### config.mk
export PLATFORM = sky130hd
export DESIGN_NAME = cam_capture_module
export DESIGN_NICKNAME = d
export VERILOG_FILES = /design/src/rtl/cam_capture_module.sv
export SDC_FILE = /design/constraint.sdc
export NUM_CORES = 1
export LEC_CHECK = 0
export ABC_CLOCK_PERIOD_IN_PS = 2400
export CAP_MARGIN = 10
export CORE_MARGIN = 2
export CORE_UTILIZATION = 45
export DETAILED_ROUTE_END_ITERATION = 8
export PLACE_DENSITY_LB_ADDON = 0.2
export SETUP_SLACK_MARGIN = 0.15
export SLEW_MARGIN = 20
export SYNTH_ARGS = -nofsm -noshare
export SYNTH_HDL_FRONTEND = slang
export SYNTH_SLANG_ARGS = --single-unit
### constraint.sdc
create_clock -name CLK -period 2.4 [get_ports CLK]
set_input_delay 0.36 -clock CLK [delete_from_list [all_inputs] [get_ports CLK]]
set_output_delay 0.36 -clock CLK [all_outputs]
set_load 0.02 [all_outputs]
### src/rtl/cam_capture_module.sv
// DVP camera capture: pairs 8-bit bytes into RGB565 pixels, skips the
// settling frames after reset, crops to the display window and writes
// the pixels into the CDC FIFO. All logic runs on the camera pixel clock.
module cam_capture_module #(
    parameter int unsigned H_ACTIVE    = 800,
    parameter int unsigned V_ACTIVE    = 480,
    parameter int unsigned SKIP_FRAMES = 10,
    parameter bit          VS_POL      = 1'b1
) (
    input  logic        CLK,
    input  logic        RST,
    input  logic        cam_vsync,
    input  logic        cam_href,
    input  logic [7:0]  cam_data,
    input  logic        fifo_full,
    output logic        fifo_wr_en,
    output logic [15:0] fifo_wr_data,
    output logic        frame_start,
    output logic        frame_done,
    output logic        overflow,
    output logic        capturing
);

    typedef enum logic [1:0] {StWaitSync, StSkip, StCapture} state_e;

    state_e      state_q, state_d;
    logic        vs_d1, hr_d1;
    logic [7:0]  skip_cnt_q;
    logic [10:0] col_q, row_q;
    logic        phase_q;
    logic [7:0]  high_q;

    logic        vs_start, vs_end, href_fall;
    logic        skip_last;
    logic        frame_begin, frame_end;
    logic        pix_formed, in_window;

    // Sync edge detection against the registered copies.
    assign vs_start  = (vs_d1 == VS_POL) && (cam_vsync != VS_POL);
    assign vs_end    = (vs_d1 != VS_POL) && (cam_vsync == VS_POL);
    assign href_fall = hr_d1 && !cam_href;
    // This vs_start completes the skip count.
    assign skip_last = ((32'(skip_cnt_q) + 32'd1) == SKIP_FRAMES);

    // State register.
    always_ff @(posedge CLK) begin
        if (RST) begin
            state_q <= StWaitSync;
        end else begin
            state_q <= state_d;
        end
    end

    // Next-state logic: wait for the first sync, skip settling frames, then capture forever.
    always_comb begin
        state_d = state_q;
        unique case (state_q)
            StWaitSync: begin
                if (vs_start) begin
                    state_d = (SKIP_FRAMES == 0) ? StCapture : StSkip;
                end
            end
            StSkip: begin
                if (vs_start && skip_last) begin
                    state_d = StCapture;
                end
            end
            StCapture: state_d = StCapture;
            default:   state_d = StWaitSync;
        endcase
    end

    // State-derived decodes; the vs_start that enters CAPTURE also opens the first frame.
    always_comb begin
        capturing   = (state_q == StCapture);
        frame_begin = vs_start && (state_d == StCapture);
        frame_end   = vs_end && (state_q == StCapture);
        pix_formed  = (state_q == StCapture) && cam_href && phase_q;
        in_window   = (32'(col_q) < H_ACTIVE) && (32'(row_q) < V_ACTIVE);
    end

    // Sync delay registers and skip counter.
    always_ff @(posedge CLK) begin
        if (RST) begin
            vs_d1      <= VS_POL;
            hr_d1      <= 1'b0;
            skip_cnt_q <= 8'd0;
        end else begin
            vs_d1 <= cam_vsync;
            hr_d1 <= cam_href;
            if ((state_q == StSkip) && vs_start && (skip_cnt_q != 8'hFF)) begin
                skip_cnt_q <= skip_cnt_q + 8'd1;
            end
        end
    end

    // Byte pairing: phase 0 holds the high byte; an odd trailing byte is dropped.
    always_ff @(posedge CLK) begin
        if (RST) begin
            phase_q <= 1'b0;
            high_q  <= 8'd0;
        end else begin
            if (capturing && cam_href && !frame_begin) begin
                phase_q <= ~phase_q;
            end else begin
                phase_q <= 1'b0;
            end
            if (capturing && cam_href && !phase_q) begin
                high_q <= cam_data;
            end
        end
    end

    // Column/row position within the frame, both saturating.
    always_ff @(posedge CLK) begin
        if (RST) begin
            col_q <= 11'd0;
            row_q <= 11'd0;
        end else if (frame_begin) begin
            col_q <= 11'd0;
            row_q <= 11'd0;
        end else if (capturing) begin
            if (href_fall) begin
                if ((col_q != 11'd0) && (row_q != 11'h7FF)) begin
                    row_q <= row_q + 11'd1;
                end
                col_q <= 11'd0;
            end else if (pix_formed && (col_q != 11'h7FF)) begin
                col_q <= col_q + 11'd1;
            end
        end
    end

    // FIFO write, frame pulses and sticky overflow, all one cycle after the decision.
    always_ff @(posedge CLK) begin
        if (RST) begin
            fifo_wr_en   <= 1'b0;
            fifo_wr_data <= 16'd0;
            frame_start  <= 1'b0;
            frame_done   <= 1'b0;
            overflow     <= 1'b0;
        end else begin
            frame_start <= frame_begin;
            frame_done  <= frame_end;
            fifo_wr_en  <= pix_formed && in_window && !fifo_full;
            if (pix_formed && in_window && !fifo_full) begin
                fifo_wr_data <= {high_q, cam_data};
            end
            if (pix_formed && in_window && fifo_full) begin
                overflow <= 1'b1;
            end
        end
    end

endmodule

# ---- After elaboration in Yosys (flattened, before gate mapping)
# Cells that the tools add are included.
dict set report totals {
  inputBits 13
  memories 0
  latch_bits 0
  ram_bits 0
  register_bits 63
  word_cells 64
  rom_bits 0
}
dict set report op_classes {
  add_sub_neg 4
  shifts 0
  n_reduce_logical 29
  eq_ne 7
  mux 5
  div 0
  order_cmp 2
  multipliers 0
  n_bitwise 4
}
# op n
set op_table {}
lappend op_table {{$add 11x1->11 const B} 2}
lappend op_table {{$mux 11} 2}
lappend op_table {{$ne 11x11->1 const B} 2}
lappend op_table {{$logic_and 1x1->1} 18}
lappend op_table {{$lt 11x10->1 const B} 1}
lappend op_table {{$lt 11x9->1 const B} 1}
lappend op_table {{$reduce_bool 11->1} 1}
lappend op_table {{$add 8x1->9 const B} 1}
lappend op_table {{$eq 9x4->1 const B} 1}
lappend op_table {{$add 8x1->8 const B} 1}
lappend op_table {{$ne 8x8->1 const B} 1}
lappend op_table {{$pmux 2 s3} 1}
lappend op_table {{$eq 2x2->1 const B} 2}
lappend op_table {{$logic_not 1->1} 4}
lappend op_table {{$mux 2} 2}
lappend op_table {{$not 1->1} 4}
lappend op_table {{$reduce_or 2->1} 2}
lappend op_table {{$reduce_and 3->1} 1}
lappend op_table {{$eq 2x1->1 const B} 1}
lappend op_table {{$logic_not 2->1} 1}
lappend op_table {{$reduce_and 2->1} 1}
lappend op_table {{$reduce_bool 2->1} 1}

# ---- Longest topological paths before layout
dict set report logic_depth {
  ltp_word 11
  depth_mapped 8
  ltp_nobuf 7
}

# ---- Least setup slack after synthesis
# OpenSTA, ideal clock, no wires.
dict set report synth_path {
  path_type {flip-flop to flip-flop}
  from {reg skip_cnt_q[0]}
  to {reg col_q[0]}
  path_buffers 2
  setup_ns 0.130
  synth_period_minus_slack_ns 1.973
  path_stages_with_launch 9
  t_arrival_ns 1.843
  slack_ns 0.427
  cell_sequence {dfxtp_1 > ha_1 > buf_2 > and3_1 > and4b_1 > o221ai_2 > o41ai_4 > buf_2 > nor3_1}
}
dict set report synth_between {
  elab_chain_cells 8
}
# element line_no
set synth_lines {}
lappend synth_lines {{start, declared} 28} ;# logic [7:0] skip_cnt_q;
lappend synth_lines {{start signal, assigned} 92} ;# skip_cnt_q <= skip_cnt_q + 8'd1;
lappend synth_lines {{$add 8x1->9} 43} ;# assign skip_last = ((32'(skip_cnt_q) + 32'd1) == SKIP_FRAMES);
lappend synth_lines {{$eq 9x4->1} 43}
lappend synth_lines {{$logic_and 1x1->1} 64} ;# if (vs_start && skip_last) begin
lappend synth_lines {{$mux 2} 64}
lappend synth_lines {{$pmux 2 s3} 57} ;# unique case (state_q)
lappend synth_lines {{$eq 2x2->1} 76} ;# frame_begin = vs_start && (state_d == StCapture);
lappend synth_lines {{$logic_and 1x1->1} 76}
lappend synth_lines {{$reduce_or 2->1 (no source line)} --}
lappend synth_lines {{end signal, assigned} 129} ;# col_q <= col_q + 11'd1;
lappend synth_lines {{end, declared} 29} ;# logic [10:0] col_q, row_q;
# Every way passes these cells.
# A chain may end at the register's enable or synchronous reset.

# ---- Worst setup path in the final report
dict set report layout_path {
  from {reg state_q[1]}
  to {out capturing}
}
dict set report layout_between {
  elab_chain_cells 1
}
# element line_no
set layout_lines {}
lappend layout_lines {{start, declared} 26} ;# state_e state_q, state_d;
lappend layout_lines {{start signal, assigned} 48} ;# state_q <= StWaitSync;
lappend layout_lines {{start signal, assigned} 50} ;# state_q <= state_d;
lappend layout_lines {{$eq 2x2->1} 75} ;# capturing = (state_q == StCapture);
lappend layout_lines {{end, declared} 21} ;# output logic capturing
# Every way passes these cells.

==> flow_summary_export.csv <==
group,metric,value,unit
sta,final.hold.worst_slack,0.460,ns
floorplanning,dieWidth,83.6,microns
job,max-cap-violations,0,
worst_setup_path,cp.required,2.04,ns
global_routing,grt_overflow_total,0,
clock_network,clk-insertion-delay-late,0.34,ns
sta,skew,0.00767,ns
global_routing,grt_antenna_before_repair,0,
floorplanning,die_h,83.6,microns
finish,insertedDiodeCount,0,
global_routing,grt_max_degree,27,
sta,unrepaired_setup_endpoints_after_global_routing,"no",
sta,tightest_slew,0.545,ns
sta,timing.final.crit_share,0.863,
global_routing,grt_pass1_wl,9840,microns
global_routing,grt_util_all_layers,0.174,
synth,async_flop_share,0,
worst_setup_path,critical_path_buf_inv_count,2,
pwr,power_dissipated_by_switching_net_loads,0.502,mW
synth,synth_area,0.00285,sq mm
place,gp_congestion,0.755,
route,drt_first_pass_iters,4,
pwr,irDropWorstVdd,353,uV
floorplanning,floorplan.core_area,0.00624,sq mm
clock_network,ctsRootBufferMaster,"sky130_fd_sc_hd__clkbuf_8",
synth,number_of_distinct_library_cells_after_synthesis,47,
clock_network,ctsLongestPathBuffers,2,
worst_setup_path,endpoint_kind,"output pin",
pwr,comb_power_share,0.038,
synth,postSynthCellCount,312,
global_routing,vias_in_the_first_global_route,2207,
worst_hold_path,timing.hold.worst.class,"reg2reg",
floorplanning,floorplan.rows,29,
route,route.detailed.vias_per_inst,5.37,
clock_network,post_cts_repair_setup_buffers,0,
route,drt-wirelength-per-cell,13.0,microns
worst_setup_path,cell_by_cell_trace_of_the_critical_path,"nand2b_1, inv_1, clkdlybuf4s50_1",
status,status,"finished, final reports clean",
synth,synth.yosys.warnings,0,
pwr,power_density,617,mW/mm^2
clock_network,cts_inserted_buffers,9,
pwr,reg_power_frac,0.481,
clock_network,clkSlewWorstSetupHoldPaths,0.08,ns
finish,final_net_count,376,
route,drtIter0Drc,97,
place,buffer_ports.inserted,33,
synth,yosys_most_used_dff,"sky130_fd_sc_hd__dfxtp_1",
route,remaining_drc_errors,0,
floorplanning,floorplan.die_area,0.00699,sq mm
route,via_total_after_detailed_routing,2363,
sta,timing.final.max_slew_violations,0,
floorplanning,ios,34,
clock_network,cts_num_sinks,63,
worst_setup_path,timing.setup.critical_path_class,"reg2out",
sta,final_period_minus_worst_setup_slack,2.07,ns
sta,timing.max_slew.rel_slack,0.635,
finish,flow.area_growth_from_synthesis,24.3,%
synth,yosysSeqAreaShare,0.442,
worst_setup_path,startpoint_type,"register",
route,drt.antenna.violating_nets,0,
worst_setup_path,worstPathArrival,1.71,ns
synth,synth-seq-cells,63,
finish,layout-drive-gt1-share,0.105,
synth,syn-num-nets,330,
clock_network,postcts_resize_cnt,0,
clock_network,cts_tree,"yes",
finish,commonest_cells_after_routing_fill_and_taps_aside,"sky130_fd_sc_hd__dfxtp_1, sky130_fd_sc_hd__nor2_1, sky130_fd_sc_hd__clkdlybuf4s50_1",
floorplanning,starting_density_of_the_core,0.457,
sta,hold_viol,0,
route,routed_wirelength,5740,microns
sta,setup-tns-final,0,ns
sta,finalSetupViolCount,0,
sta,f_max,0.483,GHz
place,detailedPlacementHpwl,4020,microns
worst_setup_path,crit_path_top_delay_cell,"sky130_fd_sc_hd__clkdlybuf4s50_1",
pwr,clock_power_share,0.481,
pwr,power.switching_fraction,0.229,
finish,most_common_cell_after_layout_fill_and_taps_aside,"sky130_fd_sc_hd__dfxtp_1",
pwr,intPower,1.69,mW
worst_setup_path,critPathMaxStageDelay,0.61,ns
synth,number_of_enable_type_register_cells_in_the_synthesized_netlist,0,
clock_network,cts-htree-levels,3,
worst_setup_path,worst_path_fanout_max,6,
worst_setup_path,path_delay_family,"buffers and inverters",
clock_network,ctsHoldBuffers,0,
synth,syn_avg_cell_area,9.15,sq um
pwr,cellLeakagePower,1.33,nW
[final timing paths]
kind | start | endpoint | slack [ns] | depth (start not counted)
max | state_q[1]$_SDFF_PP0_ | capturing | 0.33 | 3
min | high_q[2]$_SDFFE_PP0P_ | high_q[2]$_SDFFE_PP0P_ | 0.46 | 2
max reg2reg | col_q[5]$_SDFFE_PP0P_ | fifo_wr_data[7]$_SDFFE_PP0P_ | 0.38 | 5
min reg2reg | high_q[2]$_SDFFE_PP0P_ | high_q[2]$_SDFFE_PP0P_ | 0.46 | 2
[registers in the layout, summed over array words and instances, names as in the netlist]
| name | cells |
|---|---|
| col_q | 11 |
| skip_cnt_q | 8 |
| phase_q | 1 |
| state_q | 2 |
| fifo_wr_data | 16 |
| vs_d1 | 1 |
| row_q | 11 |
| hr_d1 | 1 |
| frame_done | 1 |
| high_q | 8 |
| fifo_wr_en | 1 |
| overflow | 1 |
| frame_start | 1 |
[per-stage QoR]
| stage | power [mW] | area, sq um | std cells | utilization | worst slack (ns) |
|---|---|---|---|---|---|
| 6_report | 2.19 | 3550 | 440 | 0.568 | 0.328 |
| 3_5_place_dp | 1.16 | 3320 | 424 | 0.532 | 0.0510 |
| 2_1_floorplan | 1.12 | 2850 | 312 | - | 0.427 |
| 4_1_cts | 2.22 | 3550 | 440 | 0.568 | 0.283 |
| 5_1_grt | 2.27 | 3550 | 440 | 0.568 | 0.202 |
| 3_3_place_gp | 1.16 | 3320 | 424 | 0.532 | 0.0694 |
[logic make-up after synthesis]
group           Yosys count  share of synthesized area
xor+xnor                 21                     0.0644
compound gates           45                      0.115
simple gates            140                      0.260
fa+ha+maj                 5                     0.0219
mux                      18                     0.0631
buf+inv                  20                     0.0338
flops                    63                      0.442
[cell usage after synthesis (all sizes together), types with 3 or more instances]
master / n / share of area
clkbuf: 7 / 0.0092
inv: 8 / 0.011
xor2: 19 / 0.058
buf: 5 / 0.014
a41oi: 4 / 0.012
a31oi: 5 / 0.011
o21ai: 6 / 0.011
mux2i: 18 / 0.063
and2: 4 / 0.0088
nor3: 23 / 0.042
nor2: 41 / 0.060
and4: 7 / 0.021
nand2: 27 / 0.036
a21oi: 14 / 0.025
o211ai: 3 / 0.0079
nor4b: 3 / 0.0092
and3: 7 / 0.015
ha: 5 / 0.022
o2111ai: 3 / 0.0092
nand3: 6 / 0.011
nand4: 7 / 0.015
dfxtp: 63 / 0.44
[final cells by class]
class / count / area (sq um)
Clock inverter: 7 / 104
Timing Repair Buffer: 47 / 435
Multi-Input combinational cell: 229 / 1500
Tap cell: 77 / 96.3
Sequential cell: 63 / 1260
Clock buffer: 9 / 124
Fill cell: 563 / 2690
Inverter: 8 / 30.0
[routing by layer]
metal / up-vias / part of all wire / track usage / wire, microns
met3: 7 / 0.033 / 0.0534 / 192
met5: - / 0 / 0 / 0
met2: 32 / 0.47 / 0.276 / 2670
met4: 0 / 0.014 / 0.0792 / 80
met1: 1118 / 0.49 / 0.218 / 2790
li1: 1206 / - / - / -
[worst reg2reg max path, stage by stage, from the launching register on]
cell and delay [ns]:
sky130_fd_sc_hd__dfxtp_1 0.35, sky130_fd_sc_hd__o311a_1 0.38, sky130_fd_sc_hd__or4_4 0.57, sky130_fd_sc_hd__nor2_8 0.32
sky130_fd_sc_hd__mux2i_1 0.25, sky130_fd_sc_hd__nor2_1 0.05
[power by group through the flow]
| stage | clock [mW] | combinational, mW | sequential (mW) |
|---|---|---|---|
| final | 1.05 | 0.0823 | 1.05 |
| after global routing | 1.12 | 0.0908 | 1.05 |
| after CTS | 1.08 | 0.0829 | 1.05 |
| after detailed placement | 0 | 0.0825 | 1.08 |
| after global placement | 0 | 0.0827 | 1.08 |
| after floorplan | 0 | 0.0394 | 1.08 |
No activity file was read; power rests on OpenSTA's default activity.
==> edit (same flow settings) <==
Set the parameter `VS_POL` to 1'b0 (it was 1'b1).
--- a/src/rtl/cam_capture_module.sv
+++ b/src/rtl/cam_capture_module.sv
@@ -5,7 +5,7 @@
     parameter int unsigned H_ACTIVE    = 800,
     parameter int unsigned V_ACTIVE    = 480,
     parameter int unsigned SKIP_FRAMES = 10,
-    parameter bit          VS_POL      = 1'b1
+    parameter bit          VS_POL      = 1'b0
 ) (
     input  logic        CLK,
     input  logic        RST,
Function: no difference found for any inputs over 10 cycles, from zero or initial values and one cycle with RST high; that may be too few to reach the edited logic, so the function may still have changed.
==> edit against the unedited design <==
Worst setup slack improved by 0.087 ns. Routed wire length increased by 0.52%. Critical path depth increased by 4. Combinational power decreased by 6.4%. Sequential cell count unchanged. Area after synthesis increased by 1.5%. Clock skew increased by 0.0061 ns. Critical path type is now reg -> reg. Die area increased by 1.5%. Design area increased by 0.42%. Count of clock-buffer cells in the layout unchanged. Total power decreased by 0.49%.
==> edit: results (changes against the unedited design) <==
metric,value,unit,change
outcome,"finished, final reports clean",,
hold_path_end,high_q[7],,
nets,374,,-0.53%
static-leakage-power,1.25,nW,-6.1%
dp.cells,422,,-0.47%
cpLargestDelayFamily,simple AND/OR/NAND/NOR gates,,
drt-initial-drc-count,87,,-10%
place_ws,0.204,ns,+0.153 ns
r2r-end,row_q[1],,
grt_pass1_vias,2167,,-1.8%
hold_start,high_q[7],,
seq_area_frac_synth,43.5,%,-0.67 points
fin_skew,0.0138,ns,+0.00612 ns
post_dp_cell_area,3330,um2,+0.34%
async_reset_ff_share,0,%,unchanged
hold_slack,0.458,ns,-0.00139 ns
htreeDepth,3,,unchanged
muxShareOfSynthArea,5.87,%,-0.44 points
globalplace.congestion,0.829,,+9.9%
ff2ff_path_depth,7,,+2
synthDistinctLibCells,53,,+13%
synthTopCellsByCount,"63 x dfxtp_1, 43 x nor2_1, 25 x nand2_1",,
ff2ff_setup_slack,0.41,ns,+0.03 ns
grt_max_degree,39,,+44%
drt-total-wl,5.77,mm,+0.52%
drive_gt1_share,11.1,%,+0.61 points
n_antenna_cell,0,,unchanged
vias_per_cell,5.35,,-0.31%
critPathSlowestCell,dfxtp_2,,
relSlewSlack,68.0,%,+4.6 points
hpwl,3.90,mm,-3.0%
synth_compound_area_share,11.6,%,+0.042 points
worstSetupStartpoint,skip_cnt_q[1],,
syn-num-nets,339,,+2.7%
grt_pass1_wl,9.85,mm,about the same
hp-class,reg -> reg,,
avgSynthCellArea,9.03,um2,-1.3%
vias,2345,,-0.76%
synth.top_cells.by_area,"dfxtp_1 44%, mux2i_1 5.9%, xor2_1 5.7%",,
grt_usage,16.8,%,-0.60 points
synthXorXnorAreaFrac,6.95,%,+0.51 points
cp_slowest_stage_delay,0.43,ns,-0.18 ns
internal_power,1.68,mW,-0.27%
synth-adder-area-share,2.16,%,-0.033 points
cp_max_fo,15,,+9
vdd_drop_max,506,uV,+43%
-- edit: routing by layer --
layer,GRT usage (%),vias to the layer above,wire [um]
met5,0,-,0
met4,5.28,0,57
met3,5.80,6,264
met2,26.9,51,2620
met1,21.4,1085,2820
li1,-,1203,-
-- edit: logic make-up (layout without fill, tap and decap cells) --
logic type / count (synthesis) / in the layout
adder cells (fa/ha/maj): 5 / 5
multiplexers: 17 / 17
AND/OR/NAND/NOR: 139 / 139
buffers and inverters: 27 / 67
XOR/XNOR: 23 / 23
AO/OA/AOI/OAI: 47 / 47
flip-flops: 63 / 63
-- edit: cell type report --
cell class | instances | area (um2)
flip-flops and latches | 63 | 1260
multi-input cells | 231 | 1520
clock buffers | 9 | 124
fillers | 590 | 2720
repair buffers | 43 | 430
clock inverters | 7 | 104
well taps | 77 | 96.3
inverters | 8 | 30.0
-- edit: power by group through the flow --
stage / combinational, mW / clock, mW / sequential (mW)
after floorplan: 0.0411 / 0 / 1.08
after global placement: 0.0775 / 0 / 1.08
after detailed placement: 0.0775 / 0 / 1.08
after CTS: 0.0778 / 1.07 / 1.06
after global routing: 0.0847 / 1.12 / 1.06
final: 0.0770 / 1.05 / 1.06
-- edit: what timing repair did --
item / CTS / global route
endpoints found under the setup margin: 0 / 26
hold endpoints to repair: 0 / 0
resized for setup: 0 / 2
-- edit: worst max path at each step --
| stage | slack, ns | to | cells past startpoint |
|---|---|---|---|
| after global placement | 0.21 | row_q[5] | 7 |
| after detailed placement | 0.20 | row_q[1] | 7 |
| after global routing | 0.18 | row_q[9] | 7 |
| after CTS | 0.20 | row_q[1] | 7 |
| after floorplan | 0.59 | col_q[1] | 7 |
| final | 0.41 | row_q[1] | 7 |
